File: config.mk
export PLATFORM = sky130hd
export DESIGN_NAME = cpu_trap_controller
export DESIGN_NICKNAME = d
export VERILOG_FILES = /design/src/rtl/cpu_trap_controller.sv
export SDC_FILE = /design/constraint.sdc
export NUM_CORES = 1
export LEC_CHECK = 0
export ABC_AREA = 1
export BUFFER_PORTS_ARGS = -buffer_cell sky130_fd_sc_hd__buf_4
export CAP_MARGIN = 5
export CELL_PAD_IN_SITES_DETAIL_PLACEMENT = 0
export CELL_PAD_IN_SITES_GLOBAL_PLACEMENT = 1
export CORE_MARGIN = 2
export CORE_UTILIZATION = 38
export CTS_CLUSTER_SIZE = 12
export DETAILED_ROUTE_END_ITERATION = 8
export PLACE_DENSITY = 0.86
export SLEW_MARGIN = 0
export SYNTH_ARGS = -nofsm -noshare
export SYNTH_HDL_FRONTEND = slang
export SYNTH_SLANG_ARGS = --single-unit
export TNS_END_PERCENT = 100
File: constraint.sdc
create_clock -name clk -period 8.11 [get_ports clk]
set_clock_uncertainty 0.1 [all_clocks]
set_input_delay 0.811 -clock clk [delete_from_list [all_inputs] [get_ports clk]]
set_output_delay 0.811 -clock clk [all_outputs]
set_load 0.02 [all_outputs]
File: src/rtl/cpu_trap_controller.sv
// Trap entry/return sequencer driving the single CSR write port, pipeline stall/flush and PC redirect.
// Optional vectored interrupt dispatch is enabled by defining CPU_TRAP_VECTORED_EN.
module cpu_trap_controller #(
   parameter int XLEN = 32
) (
   input  logic            clk,
   input  logic            rst,
   input  logic            exc_valid,
   input  logic [1:0]      exc_cause,
   input  logic [XLEN-1:0] exc_pc,
   input  logic            mret_valid,
   input  logic [XLEN-1:0] next_pc,
   input  logic            irq_msi,
   input  logic            irq_mti,
   input  logic            irq_mei,
   input  logic [XLEN-1:0] mstatus_rd,
   input  logic [XLEN-1:0] mie_rd,
   input  logic [XLEN-1:0] mtvec_rd,
   input  logic [XLEN-1:0] mepc_rd,
   output logic            csr_wen,
   output logic [11:0]     csr_waddr,
   output logic [XLEN-1:0] csr_wdata,
   output logic            stall,
   output logic            flush,
   output logic            redirect_valid,
   output logic [XLEN-1:0] redirect_pc,
   output logic            busy
);

   typedef enum logic [2:0] {
      IDLE,
      W_MEPC,
      W_MCAUSE,
      W_MSTATUS,
      M_MSTATUS,
      REDIRECT
   } state_t;

   localparam logic [11:0] ADDR_MSTATUS = 12'h300;
   localparam logic [11:0] ADDR_MEPC    = 12'h341;
   localparam logic [11:0] ADDR_MCAUSE  = 12'h342;

   state_t          state_q, state_d;
   logic [XLEN-1:0] trapPc_q, trapPc_d;
   logic [XLEN-1:0] mcause_q, mcause_d;
   logic [XLEN-1:0] mstatus_q, mstatus_d;
   logic [XLEN-1:0] mtvec_q, mtvec_d;
   logic [XLEN-1:0] mepc_q, mepc_d;
   logic            isMret_q, isMret_d;

   logic            csrWen_q, csrWen_d;
   logic [11:0]     csrWaddr_q, csrWaddr_d;
   logic [XLEN-1:0] csrWdata_q, csrWdata_d;
   logic            busy_q, busy_d;
   logic            redirectValid_q, redirectValid_d;
   logic [XLEN-1:0] redirectPc_q, redirectPc_d;

   logic            irqMeiPending, irqMsiPending, irqMtiPending;
   logic [XLEN-1:0] trapStatus, mretStatus, trapBase;
   logic            unusedMieBits;

   assign irqMeiPending = mstatus_rd[3] & irq_mei & mie_rd[11];
   assign irqMsiPending = mstatus_rd[3] & irq_msi & mie_rd[3];
   assign irqMtiPending = mstatus_rd[3] & irq_mti & mie_rd[7];
   assign unusedMieBits = ^{mie_rd[XLEN-1:12], mie_rd[10:8], mie_rd[6:4], mie_rd[2:0]};

   always_comb begin
      trapStatus        = mstatus_d;
      trapStatus[7]     = mstatus_d[3];
      trapStatus[3]     = 1'b0;
      trapStatus[12:11] = 2'b11;
      mretStatus        = mstatus_d;
      mretStatus[3]     = mstatus_d[7];
      mretStatus[7]     = 1'b1;
      mretStatus[12:11] = 2'b11;
   end

   assign trapBase = {mtvec_d[XLEN-1:2], 2'b00};

   // Event arbitration happens only in IDLE; once a sequence starts it runs to completion.
   always_comb begin
      state_d   = state_q;
      trapPc_d  = trapPc_q;
      mcause_d  = mcause_q;
      mstatus_d = mstatus_q;
      mtvec_d   = mtvec_q;
      mepc_d    = mepc_q;
      isMret_d  = isMret_q;
      case (state_q)
         IDLE: begin
            if (exc_valid || irqMeiPending || irqMsiPending || irqMtiPending || mret_valid) begin
               mstatus_d = mstatus_rd;
               mtvec_d   = mtvec_rd;
               mepc_d    = mepc_rd;
            end
            if (exc_valid) begin
               state_d  = W_MEPC;
               isMret_d = 1'b0;
               trapPc_d = exc_pc;
               case (exc_cause)
                  2'd0:    mcause_d = XLEN'(0);
                  2'd1:    mcause_d = XLEN'(2);
                  2'd2:    mcause_d = XLEN'(3);
                  default: mcause_d = XLEN'(11);
               endcase
            end else if (irqMeiPending || irqMsiPending || irqMtiPending) begin
               state_d  = W_MEPC;
               isMret_d = 1'b0;
               trapPc_d = next_pc;
               if (irqMeiPending)
                  mcause_d = {1'b1, {(XLEN-5){1'b0}}, 4'd11};
               else if (irqMsiPending)
                  mcause_d = {1'b1, {(XLEN-5){1'b0}}, 4'd3};
               else
                  mcause_d = {1'b1, {(XLEN-5){1'b0}}, 4'd7};
            end else if (mret_valid) begin
               state_d  = M_MSTATUS;
               isMret_d = 1'b1;
            end
         end
         W_MEPC:    state_d = W_MCAUSE;
         W_MCAUSE:  state_d = W_MSTATUS;
         W_MSTATUS: state_d = REDIRECT;
         M_MSTATUS: state_d = REDIRECT;
         REDIRECT:  state_d = IDLE;
         default:   state_d = IDLE;
      endcase
   end

   // Outputs are decoded from the upcoming state so they appear registered in that state's cycle.
   always_comb begin
      csrWen_d        = 1'b0;
      csrWaddr_d      = 12'h000;
      csrWdata_d      = '0;
      busy_d          = (state_d != IDLE);
      redirectValid_d = 1'b0;
      redirectPc_d    = '0;
      case (state_d)
         W_MEPC: begin
            csrWen_d   = 1'b1;
            csrWaddr_d = ADDR_MEPC;
            csrWdata_d = {trapPc_d[XLEN-1:2], 2'b00};
         end
         W_MCAUSE: begin
            csrWen_d   = 1'b1;
            csrWaddr_d = ADDR_MCAUSE;
            csrWdata_d = mcause_d;
         end
         W_MSTATUS: begin
            csrWen_d   = 1'b1;
            csrWaddr_d = ADDR_MSTATUS;
            csrWdata_d = trapStatus;
         end
         M_MSTATUS: begin
            csrWen_d   = 1'b1;
            csrWaddr_d = ADDR_MSTATUS;
            csrWdata_d = mretStatus;
         end
         REDIRECT: begin
            redirectValid_d = 1'b1;
            if (isMret_d) begin
               redirectPc_d = {mepc_d[XLEN-1:2], 2'b00};
            end else begin
               redirectPc_d = trapBase;
`ifdef CPU_TRAP_VECTORED_EN
               if (mtvec_d[1:0] == 2'b01 && mcause_d[XLEN-1])
                  redirectPc_d = trapBase + {mcause_d[XLEN-3:0], 2'b00};
`endif
            end
         end
         default: ;
      endcase
   end

   always_ff @(posedge clk or posedge rst) begin
      if (rst) begin
         state_q         <= IDLE;
         trapPc_q        <= '0;
         mcause_q        <= '0;
         mstatus_q       <= '0;
         mtvec_q         <= '0;
         mepc_q          <= '0;
         isMret_q        <= 1'b0;
         csrWen_q        <= 1'b0;
         csrWaddr_q      <= 12'h000;
         csrWdata_q      <= '0;
         busy_q          <= 1'b0;
         redirectValid_q <= 1'b0;
         redirectPc_q    <= '0;
      end else begin
         state_q         <= state_d;
         trapPc_q        <= trapPc_d;
         mcause_q        <= mcause_d;
         mstatus_q       <= mstatus_d;
         mtvec_q         <= mtvec_d;
         mepc_q          <= mepc_d;
         isMret_q        <= isMret_d;
         csrWen_q        <= csrWen_d;
         csrWaddr_q      <= csrWaddr_d;
         csrWdata_q      <= csrWdata_d;
         busy_q          <= busy_d;
         redirectValid_q <= redirectValid_d;
         redirectPc_q    <= redirectPc_d;
      end
   end

   assign csr_wen        = csrWen_q;
   assign csr_waddr      = csrWaddr_q;
   assign csr_wdata      = csrWdata_q;
   assign stall          = busy_q;
   assign flush          = busy_q;
   assign busy           = busy_q;
   assign redirect_valid = redirectValid_q;
   assign redirect_pc    = redirectPc_q;

endmodule

# After elaboration in Yosys (flattened, before gate mapping)
# Cells that the tools add are included.
classes:
  mux: 29
  eq_ne: 11
  reduce_logical: 15
  n_bitwise: 6
ops:
  columns: ["op", "n"]
  rows:
  - ["two-way mux 32 bit", 14]
  - ["case mux 32 bit (4 select lines)", 1]
  - ["case mux 10 bit (3 select lines)", 1]
  - ["== test 3 x 2 -> 1 bit, second input constant", 4]
  - ["two-way mux 3 bit", 4]
  - ["case mux 3 bit (4 select lines)", 1]
  - ["case mux 4 bit (3 select lines)", 1]
  - ["== test 3 bit, second input constant", 3]
  - ["AND 1 bit", 6]
  - ["== test 3 x 1 -> 1 bit, second input constant", 2]
  - ["logical OR 1 bit", 6]
  - ["two-way mux 1 bit", 6]
  - ["two-way mux 4 bit", 1]
  - ["AND reduction 2 bit", 2]
  - ["OR reduction 2 bit", 2]
  - ["OR reduction 4 bit", 1]
  - ["zero test 3 bit", 1]
  - ["nonzero test 3 bit", 1]
  - ["== test 2 x 1 -> 1 bit, second input constant", 1]
  - ["== test 2 bit, second input constant", 1]
  - ["zero test 2 bit", 1]
  - ["nonzero test 2 bit", 1]
totals:
  in_bits: 201
  reg_bits: 243
  out_inout_bits: 81

# Logic depth before layout (Yosys ltp)
# Gate-level depths: netlist (run 1).
logic_depth:
  depth_word: 10
  mapped_depth: 11
  depth_no_buf: 10

# Least setup slack after synthesis (run 1)
# OpenSTA, ideal clock, no wires.
synth_path:
  path_kind: "input-to-reg"
  from: "input mie_rd[7]"
  to: "register csrWdata_q[3] (netlist: csr_wdata[3])"
  path_slack_ps: 6037
  arrival_time_ps: 1849
  setup_ps: 125
  cell_stages: 9
  path_cell_list: "nand2_1 nand3_1 nand2_1 nand2_1 nand2_1 clkbuf_1 nand3_1 nand3b_1 nand3_1"
synth_between:
  elab_chain_len: 7
  word_cells_on_any_way: 20
  cone_classes: "eq/ne (4); mux (12); bitwise (1); reduce/logical (3)"
synth_lines:
  columns: ["element", "line", "text"]
  rows:
  - ["from (decl)", "17", "input logic [XLEN-1:0] mie_rd,"]
  - ["AND 1 bit *", "64", "assign irqMtiPending = mstatus_rd[3] & irq_mti & mie_rd[7];"]
  - ["logical OR 1 bit", "106", "end else if (irqMeiPending || irqMsiPending || irqMtiPending) begin"]
  - ["two-way mux 3 bit", "106", null]
  - ["two-way mux 3 bit", "96", "if (exc_valid) begin"]
  - ["case mux 3 bit (4 select lines)", "89", "case (state_q)"]
  - ["== test 3 bit, or another cell as far along", "138", "case (state_d)"]
  - ["case mux 32 bit (4 select lines) *", "138", null]
  - ["named net csrWdata_d[3]", "53", "logic [XLEN-1:0] csrWdata_q, csrWdata_d;"]
  - ["to (signal assigned)", "200", "csrWdata_q <= csrWdata_d;"]
  - ["to (decl)", "53", null]
# The timed path passes the listed nets; every way through them passes the cells marked *. The select of a mux whose other input is x is not followed.
# A chain may end at the register's enable or synchronous reset.

# Worst setup path in the final report (run 1)
layout_path:
  from: "register state_q[0]"
  to: "register redirectPc_q[8] (netlist: redirect_pc[8])"
layout_between:
  elab_chain_len: 6
  word_cells_on_any_way: 16
  cone_classes: "eq/ne (5); mux (9); reduce/logical (2)"
layout_lines:
  columns: ["element", "line", "text"]
  rows:
  - ["from (decl)", "43", "state_t state_q, state_d;"]
  - ["from (signal assigned)", "191", "state_q <= state_d;"]
  - ["two-way mux 3 bit", "116", "end else if (mret_valid) begin"]
  - ["two-way mux 3 bit", "106", null]
  - ["two-way mux 3 bit", "96", null]
  - ["case mux 3 bit (4 select lines)", "89", null]
  - ["== test 3 bit", "138", null]
  - ["two-way mux 32 bit *", "138", null]
  - ["named net redirectPc_d[8]", "56", "logic [XLEN-1:0] redirectPc_q, redirectPc_d;"]
  - ["to (signal assigned)", "203", "redirectPc_q <= redirectPc_d;"]
  - ["to (decl)", "56", null]
# The timed path passes the listed nets; every way through them passes the cells marked *.

==> results of run 1 <==
==> sequential cells by signal (all words and copies together) (netlist names) <==
register	flops
mcause_q	32
isMret_q	1
redirect_valid	1
redirect_pc	30
csr_waddr	4
mepc_q	30
csr_wdata	32
mstatus_q	30
busy	1
csr_wen	1
mtvec_q	30
trapPc_q	30
state_q	3
==> how the worst max path moves through the flow <==
stage,start,end,slack (ns),cells after the start
CTS,state_q[0],redirect_pc[8],3.96,10
floorplan,rst,busy,1.04,1
global route,state_q[0],redirect_pc[8],3.68,10
finish,state_q[0],redirect_pc[8],4.04,10
global placement,state_q[1],redirect_pc[7],4.00,10
detailed placement,state_q[0],redirect_pc[8],3.97,10
==> power by group through the flow <==
stage               clock network (mW)  registers (mW)  logic, mW
floorplan                            0            1.81       1.31
global placement                     0            1.70       2.00
detailed placement                   0            1.71       2.04
CTS                               1.15            1.70       2.05
global route                      1.19            1.73       2.29
finish                            1.11            1.69       2.01
==> cells by family (layout without fill, tap and decap cells) <==
| logic type | Yosys count | in the layout | share of synthesized area (%) |
|---|---|---|---|
| flip-flops | 225 | 225 | 56.95 |
| AO/OA/AOI/OAI | 29 | 29 | 1.468 |
| other | 1 | 10 | 0.03793 |
| AND/OR/NAND/NOR | 707 | 707 | 33.09 |
| buffers and inverters | 200 | 409 | 8.454 |
==> metrics by stage <==
stage	hold slack [ns]	util [%]	total power, mW	worst slack, ns
CTS	0.3319	48.92	4.892	3.963
floorplan	0.3576	-	3.122	1.036
global placement	0.3735	45.82	3.701	3.999
detailed placement	0.3778	45.82	3.752	3.968
finish	0.3110	48.93	4.820	4.038
global route	0.3651	48.92	5.206	3.682
==> per-layer routing <==
layer  vias to the layer above  wire [microns]  share of wire [%]  track usage (%)
li1                       4080               -                  -                -
met5                         -              16              0.061                0
met1                      3977           11500                 44            25.15
met2                       220           12550                 48            31.95
met3                        33            1886                7.2            3.946
met4                         2             333                1.3            3.292
==> cell usage in the layout (no fill, tap or decap), drive strengths merged, types with 15 or more instances in the layout <==
cell,n
inv,120
dfrtp,225
nand3,122
or2,15
nand4,79
nor2,139
nand2,277
a21oi,21
clkbuf,36
nand3b,16
and2,42
buf,246
==> worst max-delay path, delay by kind of cell (launching register included) <==
kind	cells	cell delay (ns)
and+or+nand+nor	8	2.62
buffers and inverters	2	0.81
DFF	1	0.42
==> area by class of cell <==
type,count,area [sq um],share of cell area [%]
flip-flops and latches,225,5630,44.54
multi-input cells,745,3483,27.55
repair buffers,246,1847,14.61
clock buffers,36,716.9,5.671
inverters,120,457.9,3.622
well taps,335,419.2,3.316
clock inverters,7,85.08,0.6730
diodes,1,2.502,0.01979
==> run summary, run 1 <==
The core footprint came out at 0.02584 sq mm. The register-to-register setup slack is 4.04 ns. The most numerous cell type found on the critical path is sky130_fd_sc_hd__nand2_1.

The final number of max-transition violations came out at 0. The final hold violation count was 0. The number of top-level design ports came out at 282. The total detailed-routing wirelength is 26.29 mm. The average instance in the mapped netlist occupies 8.509 sq um. The cell count after synthesis came out at 1162.

The number of antenna violations at the first check in global routing was 2. The flow ran to the end, and the final reports show no timing, DRC or antenna violations. The relative max-transition margin is 26.54%. The final critical path takes up 50.21% of the cycle. For this run, the leading register cell type out of synthesis is sky130_fd_sc_hd__dfrtp_1.

The buffer count from post-CTS setup fixing is 0. The internal power is 2.955 mW. After detailed placement, the total cell area comes to 0.01184 sq mm.

The fmax is 245.6 MHz. Setup repair after global routing left no endpoint under its margin. The insertion delay to the later sink of the worst-skew pair came out at 0.50 ns. Across the run, the number of max-cap violations was 0.

The total number of placement rows came out at 59. The number of antenna-violating nets in the routed design is 0. The final instance area is 0.01264 sq mm. The final routed wire length divided by cell count came out at 15.33 microns. The total of buffers placed on input and output ports is 233. The fraction of power spent switching nets came out at 38.70%. The average vias per placed instance is 4.847. The synthesized design devotes to its leading area cell type 56.95% of total area. The number of H-tree branching levels is 1. The sum of negative setup slack is 0 ns. The number of fill cells in the layout came out at 2521. Counting instances in the post-synthesis netlist gives the leading cell types as sky130_fd_sc_hd__nand2_1 (274), sky130_fd_sc_hd__dfrtp_1 (225), sky130_fd_sc_hd__nor2_1 (137). Once the floorplan was initialized, standard cells occupied 38.27% of the core.

The worst hold path belongs to the class primary input to asynchronous set/reset pin. The final net count came out at 1564. The worst setup path is of the register to register kind.

For the pin with the worst max-slew slack, the measured transition is 1.099 ns. The pin count of the biggest net entering global routing is 96. The first TritonRoute pass finished after 4 iterations. After synthesis, the netlist uses 25 different library cells. sky130_fd_sc_hd__nand2_1 is the most common cell in the netlist. The final-report setup violation count came out at 0. The number of placed cells counting well taps came out at 1671. The die height came out at 165.3 microns. Traced cell by cell, the critical path runs through inv_2 -> nand2_1 -> nor2_4 -> nand2_4 -> nand3_4 -> buf_4 -> nand2_1 -> nand3_1 -> nand2_1 -> nor2_1. In this run, flip-flops and latches consume 35.1% of the power. Of the synthesized area, sequential elements account for 56.95%.

The number of violations reported at the end of detailed-routing iteration 0 is 441. The analysis attributes to net switching a power of 1.866 mW. The quantity of gates resized following cts is 0. The clock-pin slew on the worst setup and hold paths is 0.06 ns. The cell area that synthesis handed to floorplanning was 0.009887 sq mm. After the flow finishes, the layout carries non-filler instances totaling 1715. The worst register-to-register path ends at redirect_pc[8]. For this run, the number of Yosys warnings is 0. The maximum clock path buffer count is 3. The die is 165.3 microns wide. The number of hold buffers added after cts came out at 0. The clock tree root buffer cell is sky130_fd_sc_hd__clkbuf_16. Measured in cells, the most critical reg-to-reg path has a length of 10. The first global-routing pass estimated 41.13 mm of wire. The remaining global-route overflow came out at 0. The share of synthesized registers carrying an async set or reset came out at 100.0%. The clock period minus final worst setup slack came out at 4.072 ns. The share of total power in the clock network came out at 23.1%.

The static power due to leakage is 6.618 nW. The total clock sinks is 225. Summing over every cut layer, the via total after detailed routing is 8312. The register bit count reported by yosys is 225. The startpoint type of the worst setup path is a register. The via count of the first global-routing pass is 8088. The start of the worst register-to-register path is state_q[0]. By area the synthesized netlist is led by sky130_fd_sc_hd__dfrtp_1 (57%), sky130_fd_sc_hd__nand2_1 (10%), sky130_fd_sc_hd__nand3_1 (6.1%).

The worst supply voltage drop on vdd is 0.1703 mV. The DRC violation count after routing is 0. The total half-perimeter wirelength after legalization and detailed placement is 16.13 mm. STA classifies the critical path endpoint as a register.

The slowest stage of the critical path belongs to the cell sky130_fd_sc_hd__nor2_4. The final weighted congestion of routability-driven global placement is 0.7672. On the worst path, the slowest cell contributes a delay of 0.83 ns.

STA puts the critical path data required time at 8.44 ns. Along the worst path, the maximum fanout reaches 71. The area growth from synthesis to final layout is 27.87%.

The share of cells above drive strength 1 came out at 22.19%. The power per standard cell area is 381.3 mW/mm^2. The count of flip-flops with a built-in enable after synthesis came out at 0. The endpoint arrival time on the critical path is 4.40 ns. The library cell occupying the most area in the post-synthesis netlist is sky130_fd_sc_hd__dfrtp_1. The number of buffers created by CTS is 25. TritonCTS built the clock tree. The total global-route track usage came out at 18.78%. The area of the die is 0.02732 sq mm. The combinational share of power is 41.8%.
(Power assumes the default switching activity.)
==> run 2, diff against run 1 <==
==> constraint.sdc (replaced) <==
create_clock -name clk -period 4.2 [get_ports clk]
set_clock_uncertainty 0.1 [all_clocks]
set_input_delay 0.42 -clock clk [delete_from_list [all_inputs] [get_ports clk]]
set_output_delay 0.42 -clock clk [all_outputs]
set_load 0.02 [all_outputs]
==> run 2 against run 1 <==
  * Die area stayed put
  * Setup slack worse by 2.8 ns
  * Worst hold slack worse by 0.29 ns
  * Cell count grew 0.70%
  * Global-route usage grew 0.41 points
  * Clock power up 91%
  * Routed wire length decreased by 0.67%
  * Register-to-register slack got worse by 2.8 ns
  * Core utilization up 0.49 points
  * Combinational power is 95% higher
  * Via count down 0.49%
  * Critical endpoint is now csr_wdata[12]
  * Largest cell class unchanged
==> run summary, run 2 (synthesis results as in run 1) <==
In the layout the commonest cells are sky130_fd_sc_hd__nand2_1 (273), sky130_fd_sc_hd__buf_4 (246), sky130_fd_sc_hd__dfrtp_1 (225). The static power due to leakage is 6.673 nW. TritonCTS built the clock tree. The tightest min-delay check is of the primary input to register type. The total half-perimeter wirelength after legalization and detailed placement came out at 16.17 mm. The worst-case IR drop observed on VDD is 0.3791 mV. Setup violations remaining at the end of the flow were counted as 0. At the pin with the least slew margin, the transition time is 0.9700 ns. The maximum clock path buffer count came out at 3.

Setup repair after global routing left no endpoint under its margin. For flop-to-flop paths, the worst setup slack is 1.26 ns. The number of antenna-violating nets in the routed design is 0. The total number of placement rows came out at 59. The die is 165.3 microns tall. STA classifies the critical path endpoint as a register. The type of the worst setup path is register to register. The library cell used most frequently in the layout, excluding fill and tap cells, is sky130_fd_sc_hd__nand2_1. The remaining global-route overflow came out at 0. The final hold violation count is 0. The delay of the slowest cell on the worst path came out at 0.57 ns. The worst hold slack across all endpoints is 0.02242 ns. The share of cells above drive strength 1 is 22.27%.

At the end of the flow the core is filled with cells to 49.42%. For this design, the slowest cell found on the critical path is sky130_fd_sc_hd__buf_4. The pin count of the biggest net entering global routing is 144. The tree is rooted in a sky130_fd_sc_hd__clkbuf_16.

The power per standard cell area came out at 727.9 mW/mm^2. The total detailed-routing wirelength is 26.11 mm. The number of H-tree branching levels is 1. STA puts the critical path data arrival time at 3.22 ns. The highest fanout seen on the critical path came out at 62. The total number of vias came out at 8271.

In the routed design, unresolved DRC markers number 0. The number of antenna violations at the first check in global routing is 1. The final routed wire length divided by cell count is 15.12 microns.

The run finished with clean final reports. The post-route fraction of the period consumed by the critical path came out at 69.99%. The die is 165.3 microns wide. The final number of max-transition violations came out at 0. In the final design database the tool counted 1576 nets. The via count of the first global-routing pass is 8199. The starting density of the core is 38.27%. The critical path data required time came out at 4.48 ns.

After clock tree synthesis, the clock-pin slew on the worst setup and hold paths is 0.06 ns. The relative max-transition margin is 35.33%. Static timing analysis puts the maximum clock frequency at 340.2 MHz. The tree built by TritonCTS fans out to 225 sinks.

The final weighted congestion of routability-driven global placement came out at 0.7698. Clock latency on the worst-skew pair, taken at its later pin, is 0.52 ns. The first TritonRoute pass finished after 5 iterations. The number of violations reported at the end of detailed-routing iteration 0 is 425. The global-route wire length before repair is 42.10 mm.

The number of maximum-capacitance constraint violations is 0. The area growth from synthesis to layout is 29.16%. The die covers 0.02732 sq mm. The core footprint is 0.02584 sq mm. The number of buffers created by CTS is 25. 282 I/O pins were placed. The signal on the critical path passes through inv_2 -> nand2_1 -> nor2_4 -> nand3_2 -> buf_4 -> nand2_2 -> buf_4 -> nor2_1 -> a21oi_1 -> o21ai_0. STA classifies the critical path startpoint as a register. The count of buffers added on input and output ports is 233. The average vias per placed instance came out at 4.789. The most numerous cell on the critical path is sky130_fd_sc_hd__buf_4.

The total global-route track usage is 19.19%. In the final timing run, aggregate negative setup slack is 0 ns. The clock period minus final worst setup slack came out at 2.940 ns.

The antenna diode instance count is 0.
run 2: cell count changes in the layout (fill, tap and decap cells not counted), sizes merged:
| cell | before | now |
|---|---|---|
| diode | 1 | 0 |
| buf | 246 | 248 |
| clkinv | 5 | 6 |
| bufinv | 2 | 1 |
| clkinvlp | 0 | 1 |
| dlygate4sd3 | 0 | 10 |
run 2: worst max-delay path: cells and delay by family, from the launching register on:
kind,cells,cell delay (ns)
and+or+nand+nor,5,0.92
DFF,1,0.42
AOI/OAI and AO/OA,2,0.25
buffers and inverters,3,1.05
run 2: per-layer routing:
| layer | GRT usage [%] | part of all wire (%) | up-vias |
|---|---|---|---|
| met1 | 25.40 | 43 | 3911 |
| li1 | - | - | 4102 |
| met4 | 4.271 | 1.8 | 2 |
| met5 | 0 | 0.046 | - |
| met2 | 32.16 | 47 | 220 |
| met3 | 4.570 | 7.8 | 36 |
run 2: final timing paths:
path,startpoint,end,depth (start not counted)
setup / recovery,state_q[1],csr_wdata[12],10
hold / removal,mepc_rd[21],mepc_q[21],3
setup reg to reg,state_q[1],csr_wdata[12],10
hold reg to reg,mcause_q[19],mcause_q[19],2
max in group asynchronous,rst,trapPc_q[27],4
min in group asynchronous,rst,redirect_valid,4
run 2: power breakdown:
group	total [mW]	internal, mW	leakage, nW	switching [mW]
logic	3.91	1.41	3.49	2.50
clock network	2.12	1.26	0.399	0.859
registers	3.27	3.02	2.79	0.252
run 2: cell type report:
class	instances	area (sq um)
Sequential cell	225	5630
Fill cell	2548	13070
Clock inverter	8	68.82
Inverter	120	454.2
Tap cell	335	419.2
Multi-Input combinational cell	745	3483
Timing Repair Buffer	258	1987
Clock buffer	36	726.9
run 2: what timing repair did:
item,in CTS,in global routing
hold endpoints to repair,91,0
hold buffers,10,0
buffers inserted,0,0
gates resized for setup,0,0
run 2: metrics by stage:
step / instance area (sq um) / cells / setup WS (ns) / power, mW
floorplan: 9921 / 1170 / 0.7420 / 6.030
global placement: 11870 / 1673 / 1.253 / 7.150
global route: 12770 / 1727 / 0.9649 / 10.06
finish: 12770 / 1727 / 1.260 / 9.295
CTS: 12770 / 1727 / 1.205 / 9.426
detailed placement: 11870 / 1673 / 1.222 / 7.249
